<file path="src/rtl/multi_cycle_cu_pkg.sv">
// Shared definitions for the multi-cycle MIPS control unit.
// Holds the 4-bit ST_* state encodings alongside the opcode, funct,
// ALU, PC-source and datapath-select encodings used by the datapath,
// the instruction-class enum produced by the opcode decoder, and the
// branch-resolution helper.
package multi_cycle_cu_pkg;

    typedef enum logic [3:0] {
        ST_IF     = 4'd0,
        ST_ID     = 4'd1,
        ST_EXE_AL = 4'd2,
        ST_EXE_LS = 4'd3,
        ST_EXE_BR = 4'd4,
        ST_MEM_LD = 4'd5,
        ST_MEM_ST = 4'd6,
        ST_WB_AL  = 4'd7,
        ST_WB_LD  = 4'd8,
        ST_HALT   = 4'd9
    } state_t;

    typedef enum logic [2:0] {
        CLS_ALU,
        CLS_LS,
        CLS_BR,
        CLS_J,
        CLS_HALT,
        CLS_NOP
    } instr_class_t;

    typedef enum logic [1:0] {
        BR_EQ,
        BR_NE,
        BR_GTZ
    } br_kind_t;

    // Opcodes
    localparam logic [5:0] OP_RTYPE = 6'b000000;
    localparam logic [5:0] OP_ADDI  = 6'b001000;
    localparam logic [5:0] OP_ORI   = 6'b001101;
    localparam logic [5:0] OP_LW    = 6'b100011;
    localparam logic [5:0] OP_SW    = 6'b101011;
    localparam logic [5:0] OP_BEQ   = 6'b000100;
    localparam logic [5:0] OP_BNE   = 6'b000101;
    localparam logic [5:0] OP_BGTZ  = 6'b000111;
    localparam logic [5:0] OP_J     = 6'b000010;
    localparam logic [5:0] OP_HALT  = 6'b111111;

    // R-type function codes
    localparam logic [5:0] FUNCT_SLL = 6'b000000;
    localparam logic [5:0] FUNCT_ADD = 6'b100000;
    localparam logic [5:0] FUNCT_SUB = 6'b100010;
    localparam logic [5:0] FUNCT_AND = 6'b100100;
    localparam logic [5:0] FUNCT_OR  = 6'b100101;
    localparam logic [5:0] FUNCT_SLT = 6'b101010;

    // ALU functions, zero-extended to ALUOP_W where used
    localparam logic [2:0] ALU_ADD = 3'd0;
    localparam logic [2:0] ALU_SUB = 3'd1;
    localparam logic [2:0] ALU_AND = 3'd2;
    localparam logic [2:0] ALU_OR  = 3'd3;
    localparam logic [2:0] ALU_SLT = 3'd4;
    localparam logic [2:0] ALU_SLL = 3'd5;

    // PC source
    localparam logic [1:0] PC_NEXT_INS = 2'd0;
    localparam logic [1:0] PC_REL_JMP  = 2'd1;
    localparam logic [1:0] PC_ABS_JMP  = 2'd2;
    localparam logic [1:0] PC_HALT     = 2'd3;

    // Datapath selects; FROM_DATA (0) is the inactive value of every select
    localparam logic FROM_DATA      = 1'b0;
    localparam logic SRCA_SHAMT     = 1'b1;
    localparam logic SRCB_IMMD      = 1'b1;
    localparam logic DST_RT         = 1'b0;
    localparam logic DST_RD         = 1'b1;
    localparam logic MEM_DATAMEMORY = 1'b1;
    localparam logic EXT_ZERO       = 1'b0;
    localparam logic EXT_SIGN       = 1'b1;

    // Branch resolution from the ALU flags of rs - rt (BGTZ uses rs - 0).
    function automatic logic [1:0] branch_pc_src(input br_kind_t kind,
                                                 input logic zero,
                                                 input logic sign);
        logic taken;
        case (kind)
            BR_EQ:   taken = zero;
            BR_NE:   taken = !zero;
            default: taken = !zero && !sign;
        endcase
        return taken ? PC_REL_JMP : PC_NEXT_INS;
    endfunction

endpackage

</file>
<file path="src/rtl/multi_cycle_cu_if.sv">
// Control bus between the multi-cycle control unit and the datapath.
// master: control unit side (receives IR fields / ALU flags / MemReady,
//         drives write enables, selects, PC source, ALU op, debug state).
// slave:  datapath side (the mirror image).
interface multi_cycle_cu_if #(
    parameter int ALUOP_W = 3
);
    logic [5:0]         Opcode;
    logic [5:0]         Funct;
    logic               Zero;
    logic               Sign;
    logic               MemReady;
    logic               PCWrite;
    logic               IRWrite;
    logic               ALUSrcA;
    logic               ALUSrcB;
    logic               RegDst;
    logic               MemToReg;
    logic               ExtSel;
    logic               MemRead;
    logic               MemWrite;
    logic               RegWrite;
    logic [1:0]         PCSrc;
    logic [ALUOP_W-1:0] ALUOp;
    logic [3:0]         State;
    logic               Halted;

    modport master (
        input  Opcode, Funct, Zero, Sign, MemReady,
        output PCWrite, IRWrite, ALUSrcA, ALUSrcB, RegDst, MemToReg, ExtSel,
               MemRead, MemWrite, RegWrite, PCSrc, ALUOp, State, Halted
    );

    modport slave (
        output Opcode, Funct, Zero, Sign, MemReady,
        input  PCWrite, IRWrite, ALUSrcA, ALUSrcB, RegDst, MemToReg, ExtSel,
               MemRead, MemWrite, RegWrite, PCSrc, ALUOp, State, Halted
    );
endinterface

</file>
<file path="src/rtl/multi_cycle_cu_op_decode.sv">
// cu_op_decode: combinational opcode/funct decoder for the multi-cycle CU.
// Inputs:  opcode, funct (instruction register fields).
// Outputs: instr_class (ALU/LS/BR/J/HALT/NOP), br_kind, execute-phase
//          alu_op / alu_src_a / alu_src_b / ext_sel, write-back reg_dst,
//          is_load (LW vs SW within the LS class).
module cu_op_decode
    import multi_cycle_cu_pkg::*;
#(
    parameter int ALUOP_W = 3
) (
    input  logic [5:0]         opcode,
    input  logic [5:0]         funct,
    output instr_class_t       instr_class,
    output br_kind_t           br_kind,
    output logic [ALUOP_W-1:0] alu_op,
    output logic               alu_src_a,
    output logic               alu_src_b,
    output logic               ext_sel,
    output logic               reg_dst,
    output logic               is_load
);

    always_comb begin
        instr_class = CLS_NOP;
        br_kind     = BR_EQ;
        alu_op      = ALUOP_W'(ALU_ADD);
        alu_src_a   = FROM_DATA;
        alu_src_b   = FROM_DATA;
        ext_sel     = EXT_ZERO;
        reg_dst     = DST_RD;
        is_load     = 1'b0;

        case (opcode)
            OP_RTYPE: begin
                instr_class = CLS_ALU;
                case (funct)
                    FUNCT_ADD: alu_op = ALUOP_W'(ALU_ADD);
                    FUNCT_SUB: alu_op = ALUOP_W'(ALU_SUB);
                    FUNCT_AND: alu_op = ALUOP_W'(ALU_AND);
                    FUNCT_OR:  alu_op = ALUOP_W'(ALU_OR);
                    FUNCT_SLT: alu_op = ALUOP_W'(ALU_SLT);
                    FUNCT_SLL: begin
                        alu_op    = ALUOP_W'(ALU_SLL);
                        alu_src_a = SRCA_SHAMT;
                    end
                    default:   alu_op = ALUOP_W'(ALU_ADD);
                endcase
            end
            OP_ADDI: begin
                instr_class = CLS_ALU;
                alu_src_b   = SRCB_IMMD;
                ext_sel     = EXT_SIGN;
                reg_dst     = DST_RT;
            end
            OP_ORI: begin
                instr_class = CLS_ALU;
                alu_op      = ALUOP_W'(ALU_OR);
                alu_src_b   = SRCB_IMMD;
                ext_sel     = EXT_ZERO;
                reg_dst     = DST_RT;
            end
            OP_LW, OP_SW: begin
                instr_class = CLS_LS;
                alu_src_b   = SRCB_IMMD;
                ext_sel     = EXT_SIGN;
                reg_dst     = DST_RT;
                is_load     = (opcode == OP_LW);
            end
            OP_BEQ: begin
                instr_class = CLS_BR;
                br_kind     = BR_EQ;
                alu_op      = ALUOP_W'(ALU_SUB);
            end
            OP_BNE: begin
                instr_class = CLS_BR;
                br_kind     = BR_NE;
                alu_op      = ALUOP_W'(ALU_SUB);
            end
            OP_BGTZ: begin
                instr_class = CLS_BR;
                br_kind     = BR_GTZ;
                alu_op      = ALUOP_W'(ALU_SUB);
            end
            OP_J:    instr_class = CLS_J;
            OP_HALT: instr_class = CLS_HALT;
            default: instr_class = CLS_NOP;
        endcase
    end

endmodule

</file>
<file path="src/rtl/multi_cycle_cu.sv">
// multi_cycle_cu: multi-cycle MIPS control unit.
// Sequences each instruction IF -> ID -> EXE -> (MEM) -> (WB) and drives
// the datapath control set plus PC/IR write enables.
// Ports: CLK (rising edge), Reset (synchronous, active-high),
//        bus (multi_cycle_cu_if.master: IR fields, ALU flags, MemReady in;
//        control outputs, debug State and Halted out).
// Outputs are a combinational decode of state + opcode/funct, so the
// branch decision follows Zero/Sign within the EXE_BR cycle.
// Optional: define CU_MEM_WAIT_EN to make IF, MEM_LD and MEM_ST wait for
// MemReady; otherwise MemReady is ignored and those states last 1 cycle.
module multi_cycle_cu
    import multi_cycle_cu_pkg::*;
#(
    parameter int ALUOP_W = 3
) (
    input logic              CLK,
    input logic              Reset,
    multi_cycle_cu_if.master bus
);

    state_t             state;
    instr_class_t       instr_class;
    br_kind_t           br_kind;
    logic [ALUOP_W-1:0] dec_alu_op;
    logic               dec_src_a;
    logic               dec_src_b;
    logic               dec_ext;
    logic               dec_reg_dst;
    logic               dec_is_load;
    logic               mem_ready;

`ifdef CU_MEM_WAIT_EN
    assign mem_ready = bus.MemReady;
`else
    logic unused_mem_ready;
    assign unused_mem_ready = bus.MemReady;
    assign mem_ready        = 1'b1;
`endif

    cu_op_decode #(
        .ALUOP_W (ALUOP_W)
    ) u_decode (
        .opcode      (bus.Opcode),
        .funct       (bus.Funct),
        .instr_class (instr_class),
        .br_kind     (br_kind),
        .alu_op      (dec_alu_op),
        .alu_src_a   (dec_src_a),
        .alu_src_b   (dec_src_b),
        .ext_sel     (dec_ext),
        .reg_dst     (dec_reg_dst),
        .is_load     (dec_is_load)
    );

    always_ff @(posedge CLK) begin
        if (Reset) begin
            state <= ST_IF;
        end else begin
            case (state)
                ST_IF:     if (mem_ready) state <= ST_ID;
                ST_ID: begin
                    case (instr_class)
                        CLS_ALU:  state <= ST_EXE_AL;
                        CLS_LS:   state <= ST_EXE_LS;
                        CLS_BR:   state <= ST_EXE_BR;
                        CLS_HALT: state <= ST_HALT;
                        default:  state <= ST_IF;
                    endcase
                end
                ST_EXE_AL: state <= ST_WB_AL;
                ST_EXE_LS: state <= dec_is_load ? ST_MEM_LD : ST_MEM_ST;
                ST_EXE_BR: state <= ST_IF;
                ST_MEM_LD: if (mem_ready) state <= ST_WB_LD;
                ST_MEM_ST: if (mem_ready) state <= ST_IF;
                ST_WB_AL:  state <= ST_IF;
                ST_WB_LD:  state <= ST_IF;
                ST_HALT:   state <= ST_HALT;
                default:   state <= ST_IF;
            endcase
        end
    end

    // Reset overrides the state register combinationally so the reset cycle
    // itself shows ST_IF with every enable inactive.
    assign bus.State = Reset ? ST_IF : state;

    always_comb begin
        bus.PCWrite  = 1'b0;
        bus.IRWrite  = 1'b0;
        bus.RegWrite = 1'b0;
        bus.MemRead  = 1'b1;
        bus.MemWrite = 1'b1;
        bus.PCSrc    = PC_NEXT_INS;
        bus.ALUOp    = ALUOP_W'(ALU_ADD);
        bus.ALUSrcA  = FROM_DATA;
        bus.ALUSrcB  = FROM_DATA;
        bus.RegDst   = FROM_DATA;
        bus.MemToReg = FROM_DATA;
        bus.ExtSel   = FROM_DATA;
        bus.Halted   = 1'b0;

        if (!Reset) begin
            case (state)
                ST_IF: bus.IRWrite = mem_ready;
                ST_ID: begin
                    if (instr_class == CLS_J) begin
                        bus.PCWrite = 1'b1;
                        bus.PCSrc   = PC_ABS_JMP;
                    end else if (instr_class == CLS_NOP) begin
                        bus.PCWrite = 1'b1;
                    end
                end
                ST_EXE_AL, ST_EXE_LS: begin
                    bus.ALUOp   = dec_alu_op;
                    bus.ALUSrcA = dec_src_a;
                    bus.ALUSrcB = dec_src_b;
                    bus.ExtSel  = dec_ext;
                end
                ST_WB_AL: begin
                    bus.ALUOp    = dec_alu_op;
                    bus.ALUSrcA  = dec_src_a;
                    bus.ALUSrcB  = dec_src_b;
                    bus.ExtSel   = dec_ext;
                    bus.RegDst   = dec_reg_dst;
                    bus.RegWrite = 1'b1;
                    bus.PCWrite  = 1'b1;
                end
                ST_MEM_LD: bus.MemRead = 1'b0;
                ST_WB_LD: begin
                    bus.MemToReg = MEM_DATAMEMORY;
                    bus.RegDst   = DST_RT;
                    bus.RegWrite = 1'b1;
                    bus.PCWrite  = 1'b1;
                end
                ST_MEM_ST: begin
                    bus.MemWrite = 1'b0;
                    bus.PCWrite  = mem_ready;
                end
                ST_EXE_BR: begin
                    bus.ALUOp   = dec_alu_op;
                    bus.PCWrite = 1'b1;
                    bus.PCSrc   = branch_pc_src(br_kind, bus.Zero, bus.Sign);
                end
                ST_HALT: begin
                    bus.Halted = 1'b1;
                    bus.PCSrc  = PC_HALT;
                end
                default: ;
            endcase
        end
    end

endmodule
</file>
<file path="src/flat_wrapper.sv">
// flat-port wrapper written by rule: the top's interface ports become plain ports
module multi_cycle_cu_flat import multi_cycle_cu_pkg::*;
#(
    parameter int ALUOP_W = 3
)
  (CLK, Reset, bus_Opcode, bus_Funct, bus_Zero, bus_Sign, bus_MemReady, bus_PCWrite, bus_IRWrite, bus_ALUSrcA, bus_ALUSrcB, bus_RegDst, bus_MemToReg, bus_ExtSel, bus_MemRead, bus_MemWrite, bus_RegWrite, bus_PCSrc, bus_ALUOp, bus_State, bus_Halted);
  multi_cycle_cu_if #(.ALUOP_W(ALUOP_W)) bus_i ();
  input logic CLK;
  input logic Reset;
  input wire logic [$bits(bus_i.Opcode)-1:0] bus_Opcode;
  input wire logic [$bits(bus_i.Funct)-1:0] bus_Funct;
  input wire logic [$bits(bus_i.Zero)-1:0] bus_Zero;
  input wire logic [$bits(bus_i.Sign)-1:0] bus_Sign;
  input wire logic [$bits(bus_i.MemReady)-1:0] bus_MemReady;
  output wire logic [$bits(bus_i.PCWrite)-1:0] bus_PCWrite;
  output wire logic [$bits(bus_i.IRWrite)-1:0] bus_IRWrite;
  output wire logic [$bits(bus_i.ALUSrcA)-1:0] bus_ALUSrcA;
  output wire logic [$bits(bus_i.ALUSrcB)-1:0] bus_ALUSrcB;
  output wire logic [$bits(bus_i.RegDst)-1:0] bus_RegDst;
  output wire logic [$bits(bus_i.MemToReg)-1:0] bus_MemToReg;
  output wire logic [$bits(bus_i.ExtSel)-1:0] bus_ExtSel;
  output wire logic [$bits(bus_i.MemRead)-1:0] bus_MemRead;
  output wire logic [$bits(bus_i.MemWrite)-1:0] bus_MemWrite;
  output wire logic [$bits(bus_i.RegWrite)-1:0] bus_RegWrite;
  output wire logic [$bits(bus_i.PCSrc)-1:0] bus_PCSrc;
  output wire logic [$bits(bus_i.ALUOp)-1:0] bus_ALUOp;
  output wire logic [$bits(bus_i.State)-1:0] bus_State;
  output wire logic [$bits(bus_i.Halted)-1:0] bus_Halted;
  assign bus_i.Opcode = bus_Opcode;
  assign bus_i.Funct = bus_Funct;
  assign bus_i.Zero = bus_Zero;
  assign bus_i.Sign = bus_Sign;
  assign bus_i.MemReady = bus_MemReady;
  assign bus_PCWrite = bus_i.PCWrite;
  assign bus_IRWrite = bus_i.IRWrite;
  assign bus_ALUSrcA = bus_i.ALUSrcA;
  assign bus_ALUSrcB = bus_i.ALUSrcB;
  assign bus_RegDst = bus_i.RegDst;
  assign bus_MemToReg = bus_i.MemToReg;
  assign bus_ExtSel = bus_i.ExtSel;
  assign bus_MemRead = bus_i.MemRead;
  assign bus_MemWrite = bus_i.MemWrite;
  assign bus_RegWrite = bus_i.RegWrite;
  assign bus_PCSrc = bus_i.PCSrc;
  assign bus_ALUOp = bus_i.ALUOp;
  assign bus_State = bus_i.State;
  assign bus_Halted = bus_i.Halted;
  multi_cycle_cu #(.ALUOP_W(ALUOP_W)) u_core (.CLK(CLK), .Reset(Reset), .bus(bus_i));
endmodule
</file>
<file path="config.mk">
export PLATFORM = sky130hd
export DESIGN_NAME = multi_cycle_cu_flat
export DESIGN_NICKNAME = d
export VERILOG_FILES = /design/src/rtl/multi_cycle_cu_pkg.sv /design/src/rtl/multi_cycle_cu_if.sv /design/src/rtl/multi_cycle_cu_op_decode.sv /design/src/rtl/multi_cycle_cu.sv /design/src/flat_wrapper.sv
export SDC_FILE = /design/constraint.sdc
export NUM_CORES = 1
export LEC_CHECK = 0
export BUFFER_PORTS_ARGS = -buffer_cell sky130_fd_sc_hd__buf_4
export CORE_UTILIZATION = 45
export DETAILED_ROUTE_END_ITERATION = 10
export HOLD_SLACK_MARGIN = 0.05
export MAX_ROUTING_LAYER = met4
export PLACE_DENSITY = 0.79
export SYNTH_ARGS = -nofsm -noshare
export SYNTH_HDL_FRONTEND = slang
export SYNTH_SLANG_ARGS = --single-unit
export TNS_END_PERCENT = 5
</file>
<file path="constraint.sdc">
create_clock -name CLK -period 2.1 [get_ports CLK]
set_input_delay 0.21 -clock CLK [delete_from_list [all_inputs] [get_ports CLK]]
set_output_delay 0.21 -clock CLK [all_outputs]
set_load 0.02 [all_outputs]
</file>
After elaboration in Yosys (flattened, before gate mapping)
Index checks and enable logic that the tools add are counted.

Flip-flop bits (word level): 4. Input port bits: 17. Output and inout port bits: 20. Word-level logic and storage cells: 93.

Eq/ne operators: 28. Mux-type cells: 47. Reductions and logical operators: 17.

Operators with widths (number): == test 6 bit, second input constant (7); two-way mux 1 bit (32); case mux 3 bit (5 select lines) (2); case mux 4 bit (6 select lines) (1); == test 6 x 3 -> 1 bit, second input constant (3); == test 4 x 3 -> 1 bit, second input constant (4); case mux 4 bit (4 select lines) (1); == test 6 x 4 -> 1 bit, second input constant (2); logical NOT 6 bit (2); OR reduction 3 bit (4); OR reduction 4 bit (3); case mux 3 bit (3 select lines) (1); == test 4 x 2 -> 1 bit, second input constant (2); == test 4 bit, second input constant (2); == test 3 x 2 -> 1 bit, second input constant (2); == test 3 bit, second input constant (2); == test 6 x 2 -> 1 bit, second input constant (1); two-way mux 2 bit (3); two-way mux 3 bit (2); case mux 2 bit (3 select lines) (1); == test 4 x 1 -> 1 bit, second input constant (1); logical NOT 4 bit (1); two-way mux 4 bit (1); case mux 1 bit (2 select lines) (2); 8 further kinds (10).

Logic depth before layout (Yosys ltp)
Gate-level depths: netlist of the first run.

Depth in word-level cells: 9. Gate-level depth with buffers: 6. Gate-level depth less buffers: 5.

Hierarchy
From an unflattened synthesis of the first run, not the netlist that was laid out.

Cell total of the unflattened synthesis: 118. Area, all modules: 833.3 µm².

Modules (own cells, without submodules): multi_cycle_cu (instances 1, cells an instance 69, area each 510.5 µm²); cu_op_decode (instances 1, cells an instance 49, area each 322.8 µm²).

Least setup slack after synthesis of the first run
No wires, ideal clock.

Path kind: input-to-output. From: input bus_Opcode[5]. To: output bus_ALUOp[0]. Arrival time: 1.952 ns. Data required time: 1.890 ns. Setup slack: -0.062 ns. Cell stages on the path: 5. Path buffers: 1. Cells stage by stage: buf_6 > or3_4 > or4_4 > or3_1 > a31oi_1.

Longest elaborated chain between the ends: 5. Elaborated cells between the ends (all ways): 9.

Ends and longest elaborated chain: from (decl) (RTL line flat_wrapper.sv:10) `input wire logic [$bits(bus_i.Opcode)-1:0] bus_Opcode;`; == test 6 x 3 -> 1 bit (RTL line multi_cycle_cu_op_decode.sv:33) `case (opcode)`; OR reduction 3 bit (no source line); case mux 3 bit (3 select lines) (*) (RTL line multi_cycle_cu_op_decode.sv:33); two-way mux 3 bit (*) (RTL line multi_cycle_cu.sv:103) `case (state)`; two-way mux 3 bit (*) (RTL line multi_cycle_cu.sv:102) `if (!Reset) begin`; to (decl) (RTL line flat_wrapper.sv:26) `output wire logic [$bits(bus_i.ALUOp)-1:0] bus_ALUOp;`.

Every way passes the cells marked *; elsewhere a longest branch is shown, timed or not.

Final worst setup path of the first run
From: input bus_Opcode[0]. To: output bus_ALUOp[0].

The elaborated chain is that of the path after synthesis.

==> flow_summary_export.csv, run 1 <==
group,metric,value,unit
cells_and_area,antenna_cells,0,
power_and_ir_drop,power_density,291,nW/um^2
setup_path,crit_type,"primary input to output port",
global_route,overflow,0,
sta,finalCritPeriodShare,104,%
job,drv_cap,0,
status,violations,"setup timing",
global_route,met1_usage,33.2,%
floorplanning,floorplan.rows,14,
sta,hold_viol,0,
status,status,"finished, violations left",
cells_and_area,final_nets,173,
setup_path,worst_setup_path_start_kind,"primary input",
synthesis,yosysTopAreaCell,"dfxtp_1",
place,dp_hpwl,1.76,mm
sta,min_period,2190,ps
floorplanning,die_h,42.5,um
sta,worst_slew_pin_slew,471,ps
cells_and_area,syn_to_final_growth,51.4,%
floorplanning,core-area,1520,um^2
place,gp_congestion,0.899,
setup_path,end_kind,"output port",
global_route,antenna_found_initial,0,
synthesis,synth_compound_area_share,25.8,%
drt,drtIter0Drc,32,
synthesis,yosysTopAreaCellShare,10.8,%
floorplanning,start_util,48.4,%
clocking,clock_tree.root_cell,"clkbuf_4",
cells_and_area,largest_reg_flops,4,
place,io_buffers,35,
synthesis,synth_adder_area_share,1.36,%
drt,drc,0,
setup_path,crit_required,1890,ps
synthesis,syn-cell-area,738,um^2
floorplanning,die-area,1810,um^2
global_route,busiest_layer,"met2",
power_and_ir_drop,leakagePower,0.466,nW
synthesis,syn-instance-count,115,
sta,setup_tns,-88.4,ps
global_route,grtUsageMet3,2.16,%
synthesis,synth_top_family_by_area,"simple AND/OR/NAND/NOR gates",
clocking,cts_tree,"done",
clocking,cts_buffers,3,
synthesis,syn_avg_cell_area,6.42,um^2
cells_and_area,drive_above_1_share,39.0,%
floorplanning,die_x,42.5,um
drt,wl_per_cell,13.6,um
synthesis,muxShareOfSynthArea,1.36,%
min_path,hp-class,"primary input to flip-flop",
global_route,grt_first_pass_wirelength,3.84,mm
setup_path,worst_ep_arrival_time,1980,ps
sta,setup_violations,1,
drt,drtAntennaViolNets,0,
clocking,cts.sinks,4,
clocking,cts_buffer_depth,2,
clocking,insertion_delay,240,ps
sta,finClkSkew,6.14,ps
floorplanning,ioPinCount,37,
sta,relSlewSlack,67.8,%
synthesis,synth_xor_area_share,3.56,%
setup_path,worstPathMaxFanout,2,
cells_and_area,reg_top3,"u_core.state x4",
sta,fmax,0.457,GHz
drt,routed_wl,2.31,mm
global_route,grt_pass1_vias,955,
drt,firstDrtPassIters,4,
global_route,grt_max_degree,14,
synthesis,yosysSeqAreaShare,10.8,%
drt,vias,1039,
synthesis,yosysWarnings,0,
sta,rsz0062_at_grt,"true",
setup_path,r2r_setup_slack,710,ps
synthesis,yosysUniqueCellTypes,41,
drt,drt-vias-per-instance,6.11,
clocking,htreeDepth,1,
global_route,grtUsageTotal,27.4,%
synthesis,synthTopCellsByArea,"dfxtp_1, nand3_1, nor2_1, nor2b_1, clkbuf_1",
sta,finalWorstSetupSlack,-88.4,ps
cells_and_area,largest-register,"u_core.state",
clocking,clkSlewWorstSetupHoldPaths,40,ps
synthesis,ys_ff_latch,4,
cells_and_area,finalInstanceArea,1120,um^2
sta,finalMaxSlewViolations,0,
global_route,met2_usage,47.1,%
place,dpl_cell_area,1060,um^2
power_and_ir_drop,peakVddDrop,0.000154,V
synthesis,yosys.area_share.simple,49.5,%
synthesis,syn_nets,132,
## cells in the final DEF (no fill, tap or decap), types with 3 or more instances in the layout
cell,n
buf_4,42
nor2_1,13
nand3_1,11
nand2_1,6
a21oi_1,5
nor3_1,5
nand2b_1,4
inv_1,4
nor2b_1,4
or3_1,3
nand4b_1,3
o21ai_0,3
a211oi_1,3
nor4_1,3
clkbuf_4,3
buf_6,3
## worst max-delay path, stage by stage
cell and delay (ps):
buf_6 90, or4_4 540, or4_4 430, or3_4 390, a31oi_4 180, buf_6 130
## area by class of cell
cell class,instances,area (um^2)
Multi-Input combinational cell,98,628
Fill cell,136,407
Timing Repair Buffer,45,349
Sequential cell,4,82.6
Clock buffer,3,22.5
Tap cell,16,20.0
Inverter,4,15.0
## layer usage
layer / share of wire (%) / wire [um]
met2: 50 / 1160
met5: 0 / 0
met3: 7.1 / 163
met4: 1.2 / 28
met1: 41 / 958
## cell families (layout without fill, tap and decap cells)
group	Yosys count	count (layout)
xor+xnor	3	3
flops	4	4
simple gates	65	65
compound gates	28	28
buf+inv	13	52
fa+ha+maj	1	1
mux	1	1
## what timing repair did
action                                  4_1_cts  5_1_grt
hold buffers                                  0        0
gates resized for setup                       3        6
setup buffers                                 0        0
endpoints found under the setup margin        1        4
## synthesized netlist by cell type
cell type	count
a2111oi_0	1
a211oi_1	3
a21boi_0	2
a21o_1	1
a21oi_1	5
a22oi_1	2
a311oi_1	1
a31oi_1	3
and2_1	1
and2b_2	1
and3_2	1
buf_6	1
clkbuf_1	8
dfxtp_1	4
inv_1	4
maj3_1	1
mux2i_1	1
nand2_1	6
nand2b_1	4
nand3_1	11
nand3b_1	1
nand4_1	1
nand4b_1	3
nor2_1	13
nor2b_1	5
nor3_1	5
nor4_1	3
nor4b_1	1
o211ai_1	1
o21a_1	2
o21ai_0	3
o21bai_1	1
o31ai_1	2
o32ai_1	1
or2_2	2
or3_1	4
or3_4	1
or4_1	1
or4_4	1
xnor2_1	2
xor2_1	1
## stage by stage
stage,total power (W),utilization (%),hold slack [ps],worst slack [ps],cells
floorplan,0.000165,-,477,6.79,115
global placement,0.000220,69.6,477,-118,167
detailed placement,0.000224,69.6,490,-162,167
CTS,0.000323,71.8,241,-94.8,170
global route,0.000344,73.3,261,-126,170
finish,0.000325,73.3,237,-88.4,170
## final timing paths
path                        start               to  cells after the start
setup / recovery    bus_Opcode[0]     bus_ALUOp[0]                      6
hold reg to reg   u_core.state[2]  u_core.state[0]                      1
setup reg to reg  u_core.state[0]  u_core.state[1]                      4
hold / removal              Reset  u_core.state[0]                      2
## where the power goes
part           total [W]  switching [W]  internal [W]  leakage, nW
Clock          0.0000961      0.0000321     0.0000639       0.0138
Sequential     0.0000898     0.00000931     0.0000805       0.0333
Combinational   0.000139      0.0000720     0.0000667        0.419
Note: power is estimated with default switching activity, not from simulation.
==> run 2, diff against run 1 <==
--- a/config.mk
+++ b/config.mk
@@ -6,11 +6,12 @@
 export NUM_CORES = 1
 export LEC_CHECK = 0
 export BUFFER_PORTS_ARGS = -buffer_cell sky130_fd_sc_hd__buf_4
+export CORE_MARGIN = 4
 export CORE_UTILIZATION = 45
 export DETAILED_ROUTE_END_ITERATION = 10
 export HOLD_SLACK_MARGIN = 0.05
 export MAX_ROUTING_LAYER = met4
-export PLACE_DENSITY = 0.79
+export PLACE_DENSITY = 0.9
 export SYNTH_ARGS = -nofsm -noshare
 export SYNTH_HDL_FRONTEND = slang
 export SYNTH_SLANG_ARGS = --single-unit
==> run 2 against run 1 <==
The run still ends with setup timing left; clock power increased by 2.8%; sequential share of layout area unchanged; cell count unchanged; total power increased by 2.0%; utilization unchanged; highest routed layer unchanged; worst hold slack improved by 17 ps; setup slack improved by 11 ps.
==> flow_summary_export.csv, run 2 (synthesis results as in run 1) <==
group,metric,value,unit
status,status,"finished, violations left",
status,violations,"setup timing",
power_and_ir_drop,p_sw_share,36.2,%
min_path,hp-class,"primary input to flip-flop",
power_and_ir_drop,internal_power,0.000211,W
drt,drtIter0Drc,55,
clocking,cts.sinks,4,
clocking,clock_tree.root_cell,"clkbuf_4",
place,dp_hpwl,1.95,mm
floorplanning,die-area,2350,um^2
clocking,htreeDepth,1,
floorplanning,die_x,48.5,um
sta,holdWs,254,ps
floorplanning,start_util,48.4,%
setup_path,end_kind,"output port",
drt,routed_wl,2.67,mm
cells_and_area,regArea,82.6,um^2
cells_and_area,drive_above_1_share,39.0,%
drt,firstDrtPassIters,4,
min_path,min_from,"Reset",
sta,finalCritPeriodShare,104,%
sta,finClkSkew,2.13,ps
floorplanning,floorplan.rows,14,
setup_path,r2r_setup_slack,770,ps
cells_and_area,antenna_cells,0,
power_and_ir_drop,peakVddDrop,0.000196,V
place,gp_congestion,0.866,
power_and_ir_drop,power_density,296,nW/um^2
sta,finalWorstSetupSlack,-77.4,ps
setup_path,worst_setup_path_start_kind,"primary input",
clocking,insertion_delay,240,ps
global_route,grtUsageTotal,23.2,%
power_and_ir_drop,clkPwrFrac,29.8,%
place,dpl_cell_area,1060,um^2
setup_path,rr_startpoint,"u_core.state[1]",
drt,wl_per_cell,15.7,um
setup_path,worstReg2RegEnd,"u_core.state[0]",
clocking,clkSlewWorstSetupHoldPaths,40,ps
floorplanning,ioPinCount,37,
sta,min_period,2180,ps
clocking,cts_buffer_depth,2,
drt,vias,1093,
cells_and_area,reg_top3,"u_core.state x4",
clocking,cts_setup_buffers,0,
cells_and_area,nFillCells,126,
sta,setup_tns,-77.4,ps
global_route,grt_max_degree,14,
cells_and_area,most-common-layout-cells,"buf_4, nor2_1, nand3_1",
setup_path,ff2ff_path_depth,3,
clocking,cts_tree,"done",
global_route,overflow,0,
cells_and_area,multi_input_area,628,um^2
setup_path,worstPathMaxFanout,2,
cells_and_area,mostFrequentLayoutCell,"buf_4",
sta,relSlewSlack,61.0,%
setup_path,crit_type,"primary input to output port",
drt,drt-vias-per-instance,6.43,
min_path,whs_path_depth,2,
global_route,grt_pass1_vias,1014,
drt,drc,0,
sta,worst_slew_pin_slew,570,ps
sta,setup_violations,1,
power_and_ir_drop,leakagePower,0.466,nW
cells_and_area,largest-register,"u_core.state",
cells_and_area,finalInstanceArea,1120,um^2
setup_path,crit_required,1890,ps
floorplanning,core-area,1520,um^2
sta,rsz0062_at_grt,"true",
drt,drtAntennaViolNets,0,
sta,hold_viol,0,
global_route,antenna_found_initial,0,
min_path,min_to,"u_core.state[0]",
cells_and_area,final_core_util,73.3,%
power_and_ir_drop,p_sw,0.000120,W
place,io_buffers,35,
cells_and_area,syn_to_final_growth,51.4,%
global_route,grt_first_pass_wirelength,4.46,mm
cells_and_area,largest_reg_flops,4,
cells_and_area,final_nets,173,
job,drv_cap,0,
sta,finalMaxSlewViolations,0,
power_and_ir_drop,p_comb_share,43.2,%
sta,fmax,0.459,GHz
clocking,cts_buffers,3,
power_and_ir_drop,p_seq_share,27.0,%
setup_path,worst_ep_arrival_time,1970,ps
floorplanning,die_h,48.5,um
run 2: cell counts in the layout (fill, tap and decap cells not counted):
No cell type changed its count.
run 2: how the worst max path moves through the flow:
stage                             start            to  cells after the start  slack, ps
final                     bus_Opcode[0]  bus_ALUOp[0]                      6        -80
after global placement    bus_Opcode[0]  bus_ALUOp[0]                      6        -80
after detailed placement  bus_Opcode[0]  bus_ALUOp[0]                      6       -140
after global routing      bus_Opcode[0]  bus_ALUOp[0]                      6       -100
after CTS                 bus_Opcode[0]  bus_ALUOp[0]                      6        -90
after floorplan           bus_Opcode[5]  bus_ALUOp[0]                      5          7
run 2: area by class of cell:
class / instances / share of cell area [%]
Timing Repair Buffer: 45 / 31.2
Tap cell: 16 / 1.79
Clock buffer: 3 / 2.02
Multi-Input combinational cell: 98 / 56.2
Sequential cell: 4 / 7.39
Inverter: 4 / 1.34
run 2: what timing repair did:
| item | 4_1_cts | 5_1_grt |
|---|---|---|
| gates cloned | 0 | 0 |
| hold buffers | 0 | 0 |
| resized for setup | 3 | 6 |
| endpoints found under the setup margin | 1 | 3 |
| pin swaps | 0 | 1 |
run 2: critical path, stage by stage:
cell and delay [ps]:
buf_6 90, or4_4 530, or4_4 440, or3_4 390, a31oi_4 170, buf_6 140
run 2: power groups by stage:
stage	logic (W)	clock network, W	registers [W]
2_1_floorplan	0.0000821	0	0.0000828
3_3_place_gp	0.000130	0	0.0000890
3_5_place_dp	0.000135	0	0.0000893
5_1_grt	0.000155	0.000106	0.0000898
6_report	0.000143	0.0000988	0.0000893
4_1_cts	0.000139	0.000101	0.0000881
run 2: routing by layer:
layer | vias to the layer above | routed length [um] | track usage, %
met3 | 7 | 230 | 2.76
met1 | 512 | 1060 | 29.3
met4 | 0 | 47 | 10.8
li1 | 507 | - | -
met2 | 67 | 1330 | 36.5
met5 | - | 0 | -
run 2: metrics by stage:
| stage | setup slack, ps | cells | power, W |
|---|---|---|---|
| 2_1_floorplan | 6.79 | 115 | 0.000165 |
| 3_3_place_gp | -83.9 | 167 | 0.000219 |
| 3_5_place_dp | -136 | 167 | 0.000224 |
| 4_1_cts | -93.6 | 170 | 0.000328 |
| 5_1_grt | -98.7 | 170 | 0.000350 |
| 6_report | -77.4 | 170 | 0.000331 |
==> run 3, diff against run 2 <==
--- a/config.mk
+++ b/config.mk
@@ -7,11 +7,11 @@
 export LEC_CHECK = 0
 export BUFFER_PORTS_ARGS = -buffer_cell sky130_fd_sc_hd__buf_4
 export CORE_MARGIN = 4
-export CORE_UTILIZATION = 45
+export CORE_UTILIZATION = 40
 export DETAILED_ROUTE_END_ITERATION = 10
 export HOLD_SLACK_MARGIN = 0.05
 export MAX_ROUTING_LAYER = met4
-export PLACE_DENSITY = 0.9
+export PLACE_DENSITY = 0.82
 export SYNTH_ARGS = -nofsm -noshare
 export SYNTH_HDL_FRONTEND = slang
 export SYNTH_SLANG_ARGS = --single-unit
==> run 3 against run 2 <==
The flow still finishes with violations (setup timing); combinational power hardly changed; largest cell class unchanged; critical path type unchanged; sequential cell count did not move; critical endpoint unchanged; first-iteration DRC count is 31% lower.
==> flow_summary_export.csv, run 3 (synthesis results as in run 1) <==
group,metric,value,unit
status,status,"finished, violations left",
status,violations,"setup timing",
global_route,antenna_found_initial,0,
sta,hold_viol,0,
place,io_buffers,35,
drt,drc,0,
sta,finClkSkew,5.71,ps
drt,drtIter0Drc,38,
floorplanning,core-area,1750,um^2
clocking,cts_buffers,3,
place,pre_cts_ws,-175,ps
min_path,hp-class,"primary input to flip-flop",
drt,wl_per_cell,13.9,um
power_and_ir_drop,power_density,289,nW/um^2
setup_path,crit_slowest_cell,"or4_4",
drt,vias,1044,
global_route,grtUsageTotal,20.5,%
setup_path,crit_chain,"buf_6, or4_4, or4_4, or3_4, a31oi_4, buf_6",
sta,worst_slew_pin_slew,441,ps
cells_and_area,nFillCells,158,
sta,finalCritPeriodShare,104,%
setup_path,worst_ep_arrival_time,1960,ps
setup_path,crit_type,"primary input to output port",
global_route,grt_first_pass_wirelength,4.08,mm
place,dpl_cell_area,1070,um^2
cells_and_area,drive_above_1_share,37.0,%
cells_and_area,largest-register,"u_core.state",
sta,finalMaxSlewViolations,0,
sta,rsz0062_at_grt,"true",
power_and_ir_drop,leakagePower,0.465,nW
cells_and_area,antenna_cells,0,
sta,finalWorstSetupSlack,-74.5,ps
global_route,grt_max_degree,14,
sta,holdWs,252,ps
floorplanning,ioPinCount,37,
place,gp_congestion,0.836,
power_and_ir_drop,peakVddDrop,0.000145,V
clocking,htreeDepth,1,
floorplanning,start_util,42.3,%
drt,drtAntennaViolNets,0,
floorplanning,die-area,2600,um^2
cells_and_area,mostFrequentLayoutCell,"buf_4",
clocking,clkSlewWorstSetupHoldPaths,40,ps
floorplanning,die_x,51.0,um
setup_path,worstPathMaxFanout,2,
floorplanning,floorplan.rows,15,
setup_path,slowest_delay,540,ps
clocking,insertion_delay,240,ps
setup_path,crit_required,1890,ps
sta,setup_violations,1,
setup_path,worst_setup_path_start_kind,"primary input",
clocking,cts_setup_buffers,0,
sta,min_period,2170,ps
setup_path,crit_family,"simple AND/OR/NAND/NOR gates",
cells_and_area,most-common-layout-cells,"buf_4, nor2_1, nand3_1",
clocking,cts_tree,"done",
job,drv_cap,0,
place,dp_hpwl,1.88,mm
cells_and_area,syn_to_final_growth,52.2,%
sta,relSlewSlack,70.6,%
floorplanning,die_h,51.0,um
sta,fmax,0.460,GHz
clocking,cts.sinks,4,
setup_path,end_kind,"output port",
global_route,grt_pass1_vias,969,
drt,firstDrtPassIters,4,
setup_path,critPathBufInv,2,
clocking,clock_tree.root_cell,"clkbuf_4",
cells_and_area,finalInstanceArea,1120,um^2
cells_and_area,reg_top3,"u_core.state x4",
drt,drt-vias-per-instance,5.83,
global_route,overflow,0,
cells_and_area,largest_reg_flops,4,
drt,routed_wl,2.49,mm
cells_and_area,final_nets,173,
clocking,cts_buffer_depth,2,
clocking,hold_buffers,0,
==> run 3: layout make-up <==
type	count	area, um^2	share of cell area [%]
tap	25	31.3	2.78
sequential	4	80.1	7.13
inverter	4	15.0	1.34
timing repair buffer	45	349	31.1
multi-input combinational	98	626	55.7
clock buffer	3	22.5	2.00
==> run 3: per-stage QoR <==
step / power (W) / cells / utilization (%) / TNS, ps
after CTS: 0.000322 / 179 / 63.7 / -93.5
after detailed placement: 0.000224 / 176 / 61.4 / -175
after global routing: 0.000344 / 179 / 64.4 / -99.1
final: 0.000325 / 179 / 64.4 / -74.5
after global placement: 0.000220 / 176 / 61.4 / -120
after floorplan: 0.000165 / 115 / - / 0
==> run 3: worst paths after layout <==
| check | endpoint | from | slack (ps) | depth (start not counted) |
|---|---|---|---|---|
| worst max-delay path | bus_ALUOp[0] | bus_Opcode[0] | -70 | 6 |
| worst max register to register | u_core.state[1] | u_core.state[0] | 650 | 4 |
| worst min register to register | u_core.state[0] | u_core.state[2] | 570 | 1 |
| worst min-delay path | u_core.state[0] | Reset | 250 | 2 |
==> run 3: routing by layer <==
layer | up-vias | GRT usage (%) | wire length [um]
met1 | 475 | 23.6 | 987
li1 | 509 | - | -
met4 | 0 | 10.3 | 47
met2 | 54 | 34.5 | 1260
met5 | - | - | 0
met3 | 6 | 2.92 | 191
==> run 3: repair_timing <==
| item | in CTS | in global routing |
|---|---|---|
| setup endpoints to repair | 1 | 1 |
| gates resized for setup | 4 | 2 |
| pin swaps | 1 | 0 |
==> run 3: power breakdown <==
part           internal [W]   total, W  switching (W)
clock network     0.0000640  0.0000957      0.0000318
logic             0.0000666   0.000141      0.0000740
registers         0.0000798  0.0000884     0.00000863
